<file path="src/rtl/m2_clock_pkg.sv">
// m2_clock_pkg: shared state encoding, reset defaults and config validation for the M2 generator.
package m2_clock_pkg;

    typedef enum logic [1:0] {STOPPED, LOW, HIGH} state_t;

    localparam int DEFAULT_PERIOD = 24;
    localparam int DEFAULT_HIGH   = 15;

    // high >= 1 and high < period together keep period-high non-zero and underflow-free
    function automatic logic cfg_valid(input int unsigned period, input int unsigned high);
        return high >= 1 && period >= 2 && high < period;
    endfunction

endpackage

</file>
<file path="src/rtl/m2_clock_generator.sv">
// m2_clock_generator: programmable, glitch-free cartridge M2 clock with run/stop, single-step and diagnostics.
module m2_clock_generator #(
    parameter int CNT_WIDTH       = 8,
    parameter int DEFAULT_PERIOD  = m2_clock_pkg::DEFAULT_PERIOD,
    parameter int DEFAULT_HIGH    = m2_clock_pkg::DEFAULT_HIGH,
    parameter int CYCLE_CNT_WIDTH = 16
) (
    input  logic                       master_clock,
    input  logic                       nreset,
    input  logic                       run,
    input  logic                       step,
    input  logic                       cfg_load,
    input  logic [CNT_WIDTH-1:0]       cfg_period,
    input  logic [CNT_WIDTH-1:0]       cfg_high,
    output logic                       m2,
    output logic                       m2_rise,
    output logic                       m2_fall,
    output logic                       running,
    output logic                       cfg_error,
    output logic [CYCLE_CNT_WIDTH-1:0] cycle_count
);
    import m2_clock_pkg::*;

    state_t               state, state_n;
    logic [CNT_WIDTH-1:0] phase_cnt, phase_n;
    logic [CNT_WIDTH-1:0] act_high, act_high_n;
    logic [CNT_WIDTH-1:0] shd_period, shd_high, shd_low;
    logic                 step_pending, pend_n;
    logic                 cfg_ok, boundary, falling;

    assign shd_low  = shd_period - shd_high;
    assign cfg_ok   = cfg_valid(32'(cfg_period), 32'(cfg_high));
    assign running  = state != STOPPED;
    assign falling  = state == HIGH && state_n != HIGH;
    // shadow config becomes active only when a new LOW phase is entered
    assign boundary = state_n == LOW && (state == STOPPED || state == HIGH);

    always_comb begin
        state_n    = state;
        phase_n    = phase_cnt;
        pend_n     = step_pending;
        act_high_n = boundary ? shd_high : act_high;
        if (step && !run && state != HIGH)
            pend_n = 1'b1;
        unique case (state)
            STOPPED: begin
                if (run || step_pending) begin
                    state_n = LOW;
                    phase_n = shd_low - 1'b1;
                end
            end
            LOW: begin
                if (!run && !step_pending)
                    state_n = STOPPED;
                else if (phase_cnt == '0) begin
                    state_n = HIGH;
                    phase_n = act_high - 1'b1;
                    pend_n  = 1'b0;
                end else
                    phase_n = phase_cnt - 1'b1;
            end
            HIGH: begin
                if (phase_cnt != '0)
                    phase_n = phase_cnt - 1'b1;
                else if (run) begin
                    state_n = LOW;
                    phase_n = shd_low - 1'b1;
                end else
                    state_n = STOPPED;
            end
            default: state_n = STOPPED;
        endcase
    end

    always_ff @(posedge master_clock or negedge nreset) begin
        if (!nreset) begin
            state        <= STOPPED;
            phase_cnt    <= '0;
            step_pending <= 1'b0;
            act_high     <= CNT_WIDTH'(DEFAULT_HIGH);
            shd_period   <= CNT_WIDTH'(DEFAULT_PERIOD);
            shd_high     <= CNT_WIDTH'(DEFAULT_HIGH);
            m2           <= 1'b0;
            m2_rise      <= 1'b0;
            m2_fall      <= 1'b0;
            cfg_error    <= 1'b0;
            cycle_count  <= '0;
        end else begin
            state        <= state_n;
            phase_cnt    <= phase_n;
            step_pending <= pend_n;
            act_high     <= act_high_n;
            m2           <= state_n == HIGH;
            m2_rise      <= state != HIGH && state_n == HIGH;
            m2_fall      <= falling;
            cfg_error    <= cfg_load && !cfg_ok;
            cycle_count  <= cycle_count + CYCLE_CNT_WIDTH'(falling);
            if (cfg_load && cfg_ok) begin
                shd_period <= cfg_period;
                shd_high   <= cfg_high;
            end
        end
    end

endmodule
</file>
<file path="config.mk">
export PLATFORM = sky130hd
export DESIGN_NAME = m2_clock_generator
export DESIGN_NICKNAME = d
export VERILOG_FILES = /design/src/rtl/m2_clock_pkg.sv /design/src/rtl/m2_clock_generator.sv
export SDC_FILE = /design/constraint.sdc
export NUM_CORES = 1
export LEC_CHECK = 0
export CAP_MARGIN = 20
export CORE_AREA = 2 2 81 83
export CTS_CLUSTER_SIZE = 24
export DETAILED_ROUTE_END_ITERATION = 6
export DIE_AREA = 0 0 83 85
export PLACE_DENSITY_LB_ADDON = 0.2
export SLEW_MARGIN = 20
export SYNTH_ARGS = -nofsm -noshare
export SYNTH_HDL_FRONTEND = slang
export SYNTH_SLANG_ARGS = --single-unit
export TNS_END_PERCENT = 50
</file>
<file path="constraint.sdc">
create_clock -name master_clock -period 5.64 [get_ports master_clock]
set_clock_uncertainty 0.05 [all_clocks]
set_input_delay 1.128 -clock master_clock [delete_from_list [all_inputs] [get_ports master_clock]]
set_output_delay 1.128 -clock master_clock [all_outputs]
set_load 0.01 [all_outputs]
</file>
==> out/metrics.cfg <==
[hold_path]
min_path_cells=1
min_path_type=reg -> reg

[placed_design]
hpwl_um=5007
placed_cells=425
gp_congestion=0.8723
port_buffers=41

[timing]
slew_viol_final=0
hold_viol_final=0
finalCritPeriodShare_pct=64.42
fmax_mhz=275.2
slew_headroom_pct=51.82
rsz0062_at_grt=no
setup_tns_ps=0
finalCriticalPeriod_ps=3633
setup-violations-final=0
worst_pin_slew_ps=722.7

[clocking]
cts_root_buffer=clkbuf_8
ctsResizeCount=0
cts.sinks=55
clk_pin_slew_ps=100
postCtsSetupRepairBufs=0
cts-buffers-inserted=5
hold_buffers=0
cts_tree=done
clock_path_buffers=2
h-tree-depth=2
insertion_delay_ps=310

[synthesis]
yosysMostFrequentCell=dfrtp_1
yosys.area.top_type=dfrtp_1
ys_types=54
synth_area_leaders=dfrtp_1 (34%), ha_1 (8.4%), dfstp_2 (8.0%), mux2_2 (7.9%), xnor2_1 (4.3%)
synth_edf_count=0
synth_flop_cell=dfrtp_1
postSynth.asyncResetShare_pct=100.0
seq_area_frac_synth_pct=42.22
syn-num-nets=356
synthTopCellsByCount=dfrtp_1 (45), inv_1 (28), mux2_2 (23), ha_1 (22), nand2_1 (18)
synth-seq-cells=55
synth_area_per_cell_um2=10.54
yosysWarnings=0
syn-cell-area_um2=3289
netlist.area_leader.share_pct=34.23
syn_inst=312

[global_route]
grtUsageTotal_pct=20.15
gr-total-overflow=0
grt_pass1_vias=2591
grt_start_max_net_pins=56
grt_pass1_wl_um=11790
antenna_found_initial=0

[setup_path]
r2r_slack_ps=2340
cp.arrival_ps=3790
worst_ep_required_time_ps=5790
worstSetupStartpointType=input port
r2r-start=phase_cnt[0]
crit_type=in -> reg
worst_r2r_path_depth=13
end_kind=flip-flop
crit_start=run
r2r-end=cycle_count[14]
crit_path_max_fanout=5
crit_end=cycle_count[14]

[drt]
ant_nets=0
drt-total-wl_um=6643
wl_per_cell_um=15.34
routed-via-count=2487
drcViolationCount=0
first_iter_violations=123
drtPass1Iterations=4
avgViaCountPerCell=5.744

[cells_and_area]
final_nets=399
antennaDiodeCount=0
layout-drive-gt1-share_pct=14.89
area_growth_pct=17.65
final_cells=433

[die]
ios=42
die_w_um=83
fp.dieH_um=85
placementRows=29
start_util_pct=53.01
die-area_um2=7055
core_area_um2=6205

[pwr]
power.density_nw_per_um2=414.7
p_leak_nw=1.683
peakVddDrop_mv=0.2242

[outcome]
outcome=completed

[job]
maxCapViolations=0

-- per-stage QoR --
stage | util (%) | setup WS, ps | instance area, µm² | total power, W | hold slack (ps)
2_1_floorplan | - | 2490 | 3289 | 0.001185 | 420.8
3_3_place_gp | 60.88 | 1778 | 3777 | 0.001361 | 410.5
3_5_place_dp | 60.88 | 1682 | 3777 | 0.001382 | 438.3
4_1_cts | 62.37 | 2004 | 3870 | 0.001614 | 457.2
5_1_grt | 62.37 | 1781 | 3870 | 0.001728 | 460.4
6_report | 62.37 | 2007 | 3870 | 0.001605 | 447.9
-- cell usage in the layout, fill, tap and decap left out, drive strengths merged, types with 2 or more instances in the layout --
cell type,instances
a2111oi,2
a211o,3
a211oi,2
a21o,4
a21oi,15
a221oi,3
a22oi,2
a31oi,2
and3,2
and4,2
buf,4
clkbuf,5
clkdlybuf4s50,40
dfrtp,45
dfstp,10
ha,22
inv,29
mux2,23
mux2i,3
nand2,18
nand2b,3
nand3,8
nand4,3
nor2,15
nor2b,3
nor4,5
o211ai,8
o21a,2
o21ai,14
o221ai,2
o31ai,3
o41ai,2
or3,4
or4,5
xnor2,16
xor2,12
-- flip-flops by register name (all words and copies together), names as in the netlist, 2 cells and up --
| name | flops |
|---|---|
| shd_high | 8 |
| state | 2 |
| shd_period | 8 |
| phase_cnt | 8 |
| act_high | 8 |
| cycle_count | 16 |
-- where the power goes --
part	switching (W)	internal, W	leakage (nW)
clock network	0.000137	0.0000900	0.0461
registers	0.000120	0.000515	0.675
logic	0.000373	0.000371	0.962
total	0.000629	0.000976	1.68
-- cell families (layout without fill, tap and decap cells) --
group | after synthesis | after routing | synth area share (%)
AO/OA/AOI/OAI | 71 | 71 | 16.01
XOR/XNOR | 28 | 28 | 7.455
adder cells (fa/ha/maj) | 23 | 23 | 8.977
buffers and inverters | 36 | 80 | 4.298
flip-flops | 55 | 55 | 42.22
multiplexers | 26 | 26 | 8.787
AND/OR/NAND/NOR | 73 | 73 | 12.25
-- layer usage --
layer	vias up	part of all wire, %	track usage (%)
met5	-	0	0
met4	0	1.1	7.452
met3	7	4.3	3.599
met2	51	48	33.87
met1	1214	47	26.24
li1	1215	-	-
-- final cells by class --
class | count | area, µm²
clock buffers | 5 | 68.82
flip-flops and latches | 55 | 1389
well taps | 77 | 96.34
multi-input cells | 221 | 1759
clock inverters | 3 | 23.77
repair buffers | 44 | 427.9
fillers | 527 | 2335
inverters | 28 | 105.1
-- how the worst min path moves through the flow --
stage / startpoint / end
after detailed placement: cycle_count[5] / cycle_count[5]
final: cycle_count[15] / cycle_count[15]
after global placement: cycle_count[15] / cycle_count[15]
after floorplan: shd_high[0] / act_high[0]
after CTS: cycle_count[5] / cycle_count[5]
after global routing: cycle_count[15] / cycle_count[15]
-- critical path, stage by stage --
cell and delay (ps):
clkdlybuf4s50_1 530, o21a_1 270, o21ai_0 160, nor2_1 90, a311oi_4 380, a21oi_1 170, ha_1 250, ha_1 250
and3_1 190, nand4_1 150, nor2_1 70, xor2_1 140
No activity file was read; power rests on OpenSTA's default activity.
